`src/rtl/serial_tx_piso_if.sv`:
```
// Word handshake plus serial line bundle between a word producer and serial_tx_piso.
// master = producer side, slave = transmitter side.
interface serial_tx_piso_if #(
  parameter int DATA_W = 8
);
  logic [DATA_W-1:0] data_in;
  logic              valid_in;
  logic              ready_out;
  logic              tx_out;
  logic              busy_out;
  logic              done_out;

  modport master (
    output data_in,
    output valid_in,
    input  ready_out,
    input  tx_out,
    input  busy_out,
    input  done_out
  );

  modport slave (
    input  data_in,
    input  valid_in,
    output ready_out,
    output tx_out,
    output busy_out,
    output done_out
  );
endinterface

```
`src/rtl/serial_tx_piso.sv`:
```
// Framed PISO transmitter: idle-high, start 0, DATA_W bits LSB-first, stop 1, each bit CLKS_PER_BIT clocks.
// Latency: tx_out drops at the accept edge; done_out pulses (DATA_W+2)*CLKS_PER_BIT clocks later; valid_in ignored while busy.
module serial_tx_piso #(
  parameter int DATA_W       = 8,
  parameter int CLKS_PER_BIT = 4
) (
  input logic             clk,
  input logic             res,
  serial_tx_piso_if.slave bus
);
  localparam int DIV_W = (CLKS_PER_BIT > 1) ? $clog2(CLKS_PER_BIT) : 1;
  localparam int BIT_W = (DATA_W > 1) ? $clog2(DATA_W) : 1;
  localparam logic [DIV_W-1:0] DIV_LAST = DIV_W'(CLKS_PER_BIT - 1);
  localparam logic [BIT_W-1:0] BIT_LAST = BIT_W'(DATA_W - 1);

  typedef enum logic [1:0] {
    IDLE  = 2'd0,
    START = 2'd1,
    DATA  = 2'd2,
    STOP  = 2'd3
  } state_t;

  state_t            state_q;
  logic [DATA_W-1:0] shift_q;
  logic [BIT_W-1:0]  bit_cnt_q;
  logic [DIV_W-1:0]  div_q;
  logic              tx_q;
  logic              ready_q;
  logic              busy_q;
  logic              done_q;

  logic [DATA_W-1:0] shift_d;
  logic [DIV_W-1:0]  div_d;
  logic              div_last;

  always_comb begin
    shift_d  = shift_q >> 1;
    div_last = (div_q == DIV_LAST);
    div_d    = div_last ? '0 : div_q + DIV_W'(1);
  end

  always_ff @(posedge clk) begin
    if (res) begin
      state_q   <= IDLE;
      shift_q   <= '0;
      bit_cnt_q <= '0;
      div_q     <= '0;
      tx_q      <= 1'b1;
      ready_q   <= 1'b1;
      busy_q    <= 1'b0;
      done_q    <= 1'b0;
    end else begin
      done_q <= 1'b0;
      case (state_q)
        IDLE: begin
          div_q     <= '0;
          bit_cnt_q <= '0;
          if (bus.valid_in && ready_q) begin
            shift_q <= bus.data_in;
            state_q <= START;
            tx_q    <= 1'b0;
            ready_q <= 1'b0;
            busy_q  <= 1'b1;
          end
        end
        START: begin
          div_q <= div_d;
          if (div_last) begin
            state_q <= DATA;
            tx_q    <= shift_q[0];
          end
        end
        DATA: begin
          div_q <= div_d;
          if (div_last) begin
            if (bit_cnt_q == BIT_LAST) begin
              state_q <= STOP;
              tx_q    <= 1'b1;
            end else begin
              // Present the next bit from the pre-shifted value so it lines up with the shift.
              shift_q   <= shift_d;
              bit_cnt_q <= bit_cnt_q + BIT_W'(1);
              tx_q      <= shift_d[0];
            end
          end
        end
        STOP: begin
          div_q <= div_d;
          if (div_last) begin
            state_q <= IDLE;
            ready_q <= 1'b1;
            busy_q  <= 1'b0;
            done_q  <= 1'b1;
          end
        end
        default: begin
          state_q <= IDLE;
          tx_q    <= 1'b1;
          ready_q <= 1'b1;
          busy_q  <= 1'b0;
        end
      endcase
    end
  end

  assign bus.tx_out    = tx_q;
  assign bus.ready_out = ready_q;
  assign bus.busy_out  = busy_q;
  assign bus.done_out  = done_q;
endmodule
```
`src/flat_wrapper.sv`:
```
// flat-port wrapper written by rule: the top's interface ports become plain ports
module serial_tx_piso_flat 
#(
  parameter int DATA_W       = 8,
  parameter int CLKS_PER_BIT = 4
)
  (clk, res, bus_data_in, bus_valid_in, bus_ready_out, bus_tx_out, bus_busy_out, bus_done_out);
  serial_tx_piso_if #(.DATA_W(DATA_W)) bus_i ();
  input logic clk;
  input logic res;
  input wire logic [$bits(bus_i.data_in)-1:0] bus_data_in;
  input wire logic [$bits(bus_i.valid_in)-1:0] bus_valid_in;
  output wire logic [$bits(bus_i.ready_out)-1:0] bus_ready_out;
  output wire logic [$bits(bus_i.tx_out)-1:0] bus_tx_out;
  output wire logic [$bits(bus_i.busy_out)-1:0] bus_busy_out;
  output wire logic [$bits(bus_i.done_out)-1:0] bus_done_out;
  assign bus_i.data_in = bus_data_in;
  assign bus_i.valid_in = bus_valid_in;
  assign bus_ready_out = bus_i.ready_out;
  assign bus_tx_out = bus_i.tx_out;
  assign bus_busy_out = bus_i.busy_out;
  assign bus_done_out = bus_i.done_out;
  serial_tx_piso #(.DATA_W(DATA_W), .CLKS_PER_BIT(CLKS_PER_BIT)) u_core (.clk(clk), .res(res), .bus(bus_i));
endmodule
```
`config.mk`:
```
export PLATFORM = sky130hd
export DESIGN_NAME = serial_tx_piso_flat
export DESIGN_NICKNAME = d
export VERILOG_FILES = /design/src/rtl/serial_tx_piso_if.sv /design/src/rtl/serial_tx_piso.sv /design/src/flat_wrapper.sv
export SDC_FILE = /design/constraint.sdc
export NUM_CORES = 1
export LEC_CHECK = 0
export BUFFER_PORTS_ARGS = -buffer_cell sky130_fd_sc_hd__buf_4
export CAP_MARGIN = 20
export CORE_UTILIZATION = 49
export DETAILED_ROUTE_END_ITERATION = 12
export GPL_ROUTABILITY_DRIVEN = 0
export GPL_TIMING_DRIVEN = 0
export PLACE_DENSITY = 0.78
export SLEW_MARGIN = 10
export SYNTH_ARGS = -nofsm -noshare
export SYNTH_HDL_FRONTEND = slang
export SYNTH_SLANG_ARGS = --single-unit
```
`constraint.sdc`:
```
create_clock -name clk -period 1.55 [get_ports clk]
set_input_delay 0.31 -clock clk [delete_from_list [all_inputs] [get_ports clk]]
set_output_delay 0.31 -clock clk [all_outputs]
set_load 0.01 [all_outputs]
```
-- After elaboration in Yosys (flattened, before gate mapping)
Index checks and enable logic that the tools add are counted.
- register bits: 19
- input bits: 11
- output and inout bits: 4
- add/sub/neg operators: 2
- equal/unequal tests: 11
- mux-type cells: 26
- bitwise operators: 1
- reductions and logical operators: 12
- operators with widths (cell ; count):
    $mux 8 ; 3
    $pmux 8 s2 ; 1
    $mux 2 ; 6
    $ne 2x1->1 const B ; 5
    $mux 1 ; 8
    $pmux 2 s4 ; 1
    $reduce_and 4->1 ; 2
    $eq 2x2->1 const B ; 3
    $mux 3 ; 2
    $pmux 3 s2 ; 1
    $reduce_and 3->1 ; 2
    $reduce_and 5->1 ; 1
    $pmux 1 s2 ; 2
    $pmux 2 s2 ; 1
    $reduce_bool 2->1 ; 2
    $add 3x1->3 const B ; 1
    $eq 3x3->1 const B ; 1
    $pmux 1 s3 ; 1
    $reduce_bool 3->1 ; 1
    $reduce_or 3->1 ; 1
    $add 2x1->2 const B ; 1
    $eq 2x1->1 const B ; 1
    $logic_not 2->1 ; 1
    $ne 2x2->1 const B ; 1
    other kinds (3) ; 3

-- Logic depth before layout (Yosys ltp)
- depth after elaboration: 4
- mapped depth: 7

-- Worst setup path before layout
OpenSTA, ideal clock, no wires.
- path kind: register to register
- start point: reg u_core.state_q[0]
- end point: reg u_core.shift_q[0]
- library setup time: 0.060 ns
- arrival time: 1.541 ns
- setup slack: -0.051 ns
- stages on the path, launching flop included: 8
- buffers on the path: 2
- period minus slack after synthesis: 1.601 ns
- path through: dfxtp_1 inv_1 ha_1 buf_6 nand2b_4 buf_6 a2111oi_0 a31o_1
- word-level cells in the longest chain between the ends: 3
- elaborated cells between the ends (all ways): 8
- ends and longest elaborated chain (element ; RTL line ; text):
    start: declaration ; serial_tx_piso.sv:23 ; state_t state_q;
    start signal: assignment ; serial_tx_piso.sv:44 ; state_q <= IDLE;
    start signal: assignment ; serial_tx_piso.sv:60 ; state_q <= START;
    start signal: assignment ; serial_tx_piso.sv:69 ; state_q <= DATA;
    $eq 2x2->1 or $logic_not 2->1 (tied branches) ; serial_tx_piso.sv:54 ; case (state_q)
    $ne 2x2->1 (no line), or another cell as far along ; n/a ;
    $reduce_and 4->1 (no line) ; n/a ;
    end signal: assignment ; serial_tx_piso.sv:59 ; shift_q <= bus.data_in;
    end signal: assignment ; serial_tx_piso.sv:81 ; shift_q <= shift_d;
    end: declaration ; serial_tx_piso.sv:24 ; logic [DATA_W-1:0] shift_q;
Several ways; a longest one is shown, not always the timed one.
A chain may end at the register's enable or synchronous reset.

-- Final worst setup path
- start point: reg u_core.bit_cnt_q[1]
- end point: reg u_core.shift_q[0]
- word-level cells in the longest chain between the ends: 3
- ends and longest elaborated chain (element ; RTL line ; text):
    start: declaration ; serial_tx_piso.sv:25 ; logic [BIT_W-1:0] bit_cnt_q;
    start signal: assignment ; serial_tx_piso.sv:82 ; bit_cnt_q <= bit_cnt_q + BIT_W'(1);
    $eq 3x3->1 ; serial_tx_piso.sv:76 ; if (bit_cnt_q == BIT_LAST) begin
    $ne 2x2->1 (no line) ; n/a ;
    $reduce_and 4->1 (no line) ; n/a ;
Every way passes these cells.

==> key figures <==
Run status
  • Status: finished, violations left
  • Violated checks: negative setup slack

Global routing
  • Total GRT Usage: 0.278
  • Total gr overflow: 0
  • First-pass GRT wire length: about 4.9 mm
  • Number of global-route vias before repair: around 980
  • Largest net degree at the start of global routing: 11
  • Initial antenna violation count: 0

Drt
  • Starting DRT DRC Count: 25
  • DRC violations left: 0
  • Post-DRT Antenna Nets: 0
  • Vias: about 950
  • DR vias/cell: between 6 and 7
  • Wire per inst: about 22 um
  • WL final: around 3.3 mm
  • 1st-pass router iterations: 4

Yosys
  • Yosys warns: 0
  • Post-synth net total: 120
  • #FFs+latches synth: 19
  • EDFF count, synth: 0
  • Register area share after synthesis: 0.360
  • Library cells used by synthesis: 32
  • Syn avg cell area: roughly 11 um2
  • Top_reg_cell synth: dfxtp_1
  • Mapped Cells: 100
  • Async SR Flop Fraction: 0
  • Synthesized cell area: about 1100 um2

Placement
  • PortBufs: 14
  • Dpl hpwl: approximately 1.7 mm
  • Post-DP Area: 1200 um2

Layout
  • Layout Nets: 147
  • Area of the multi-input gates: roughly 890 um2
  • Register Area: 392 um2
  • Area Overhead vs Synth: 58.3%
  • Final Cell Area: 1670 um2
  • Layout cells sized above 1: 0.563
  • Antenna cells: 0
  • Fillers: between 100 and 150

Setup path
  • CP required: ~1.8 ns
  • Reg-to-reg endpoint: u_core.shift_q[0]
  • Reg2Reg Launch Point: u_core.bit_cnt_q[1]
  • Critical path arrival: between 1.5 and 2 ns
  • CP endpoint kind: flop
  • Worst Setup Path Type: reg -> reg
  • R2R cell count: 6
  • R2r setup slk: -0.04 ns
  • Crit path max fanout: 8
  • Type of origin of the critical path: flop

Power and ir drop
  • Maximum vdd ir drop: ~1800 uV
  • Power Density: ~1900 nW/um2
  • Leak: 0.000608 uW
  • Power Total: 3160 uW

Min path
  • Worst hold stages: 1
  • HP Class: reg -> reg
  • Hold Path End: u_core.div_q[0]
  • Hold path start: u_core.div_q[0]

Clocking
  • Clock buffer depth: 2
  • H-tree lvl count: 1
  • Root buffer cell: clkbuf_4
  • CTS tree: done
  • CTS Sinks: 19
  • Worst-path clk slew: around 0.11 ns
  • Clk_lat worst skew: between 0.2 and 0.3 ns
  • CTS Buf Count: 3

Timing
  • Setup ws final: -0.0448 ns
  • Fin crit share: 1.03
  • # setup viols final: 4
  • RSZ-0062 raised after global routing: true
  • Setup TNS: -0.113 ns
  • Slew HR: 0.754
  • Clk_skew: 0.00132 ns
  • Tmin final: 1.59 ns
  • Worst-Margin Slew: about 0.37 ns
  • Worst hold slack: roughly 0.42 ns
  • Maximum clock rate: 0.627 GHz
  • Final number of hold-violating endpoints: 0
  • Max-slew violations: 0

Floorplan
  • Die area: about 2300 um2
  • Starting Density: 0.528
  • IO Pins: 15
  • Die Ht: just under 50 um
  • DIE WIDTH: approximately 48 um
  • Core box area: between 2000 and 2500 um2
  • FP Rows: 16

Flow run
  • MaxCap Viol Count: 0
## cells in the final DEF (no fill, tap or decap), types with 3 or more instances in the layout
cell type  instances
nand2_1            5
a31o_1             6
a21oi_2            3
mux2i_4            5
ha_4               6
dfxtp_1           14
buf_12             3
ha_1               3
mux2i_1            3
nand3_1            4
buf_4             21
a2111oi_4          7
dfxtp_2            3
clkbuf_4           3
buf_6              3
## registers in the layout, indices dropped and copies added, names as in the netlist
register / flops
u_core.bit_cnt_q: 3
u_core.bus.busy_out: 1
u_core.div_q: 2
u_core.state_q: 2
u_core.shift_q: 8
u_core.bus.done_out: 1
u_core.bus.ready_out: 1
u_core.bus.tx_out: 1
## per-layer routing
layer,wire [um],GRT usage
met1,1390,0.331
met2,1780,0.514
met3,120,0.0377
met4,53,0.0833
met5,0,0
## critical path, stage by stage, from the launching register on
cell,delay (ns)
dfxtp_2,0.36
ha_4,0.16
ha_4,0.15
nand3b_1,0.20
buf_6,0.20
a2111oi_4,0.30
a31o_1,0.17
## worst max path at each step
stage                                    from           endpoint  slack [ns]
after floorplan           u_core.bit_cnt_q[0]  u_core.shift_q[0]       -0.01
after global placement    u_core.bit_cnt_q[0]  u_core.shift_q[4]       -0.13
after detailed placement  u_core.bit_cnt_q[0]  u_core.shift_q[5]       -0.18
after CTS                 u_core.bit_cnt_q[1]  u_core.shift_q[5]       -0.04
after global routing      u_core.bit_cnt_q[1]  u_core.shift_q[3]        -0.1
final                     u_core.bit_cnt_q[1]  u_core.shift_q[0]       -0.04
## synthesized netlist by cell type (3+ instances only)
library cell / number / share of area
inv_1: 4 / 0.014
buf_6: 6 / 0.064
dfxtp_1: 19 / 0.36
a31o_1: 6 / 0.050
a2111oi_0: 7 / 0.058
nand2_1: 5 / 0.018
nand3_1: 4 / 0.019
mux2i_1: 9 / 0.085
ha_1: 9 / 0.11
a21oi_1: 3 / 0.014
## final cells by class
class,instances,area share
Sequential cell,19,0.234
Clock buffer,4,0.0157
Tap cell,27,0.0202
Multi-Input combinational cell,69,0.530
Buffer,7,0.0614
Inverter,4,0.0120
Timing Repair Buffer,23,0.126
## through the flow
step	setup WS, ns	instances	utilization
2_1_floorplan	-0.0126	100	-
3_3_place_gp	-0.132	141	0.601
3_5_place_dp	-0.179	141	0.601
4_1_cts	-0.0402	151	0.775
5_1_grt	-0.0954	153	0.835
6_report	-0.0448	153	0.835
## power breakdown
part	switching [uW]	internal, uW	total (uW)	leakage (uW)
Combinational	976	1100	2080	0.000435
Sequential	167	666	834	0.000159
Clock	152	99.8	251	0.0000150
## kinds of logic after synthesis
family,count (synthesis),share of synthesized area
adder cells (fa/ha/maj),9,0.107
flip-flops,19,0.360
AND/OR/NAND/NOR,24,0.141
AO/OA/AOI/OAI,27,0.210
multiplexers,9,0.0853
buffers and inverters,12,0.0971
## repair_timing
| item | 4_1_cts | 5_1_grt |
|---|---|---|
| setup buffers | 6 | 1 |
| setup endpoints to repair | 14 | 15 |
| hold endpoints to repair | 0 | 0 |
| resized for setup | 51 | 13 |
| cloned | 0 | 2 |
| pin swaps | 4 | 3 |
| hold buffers | 0 | 0 |
Note: power is estimated with default switching activity, not from simulation.
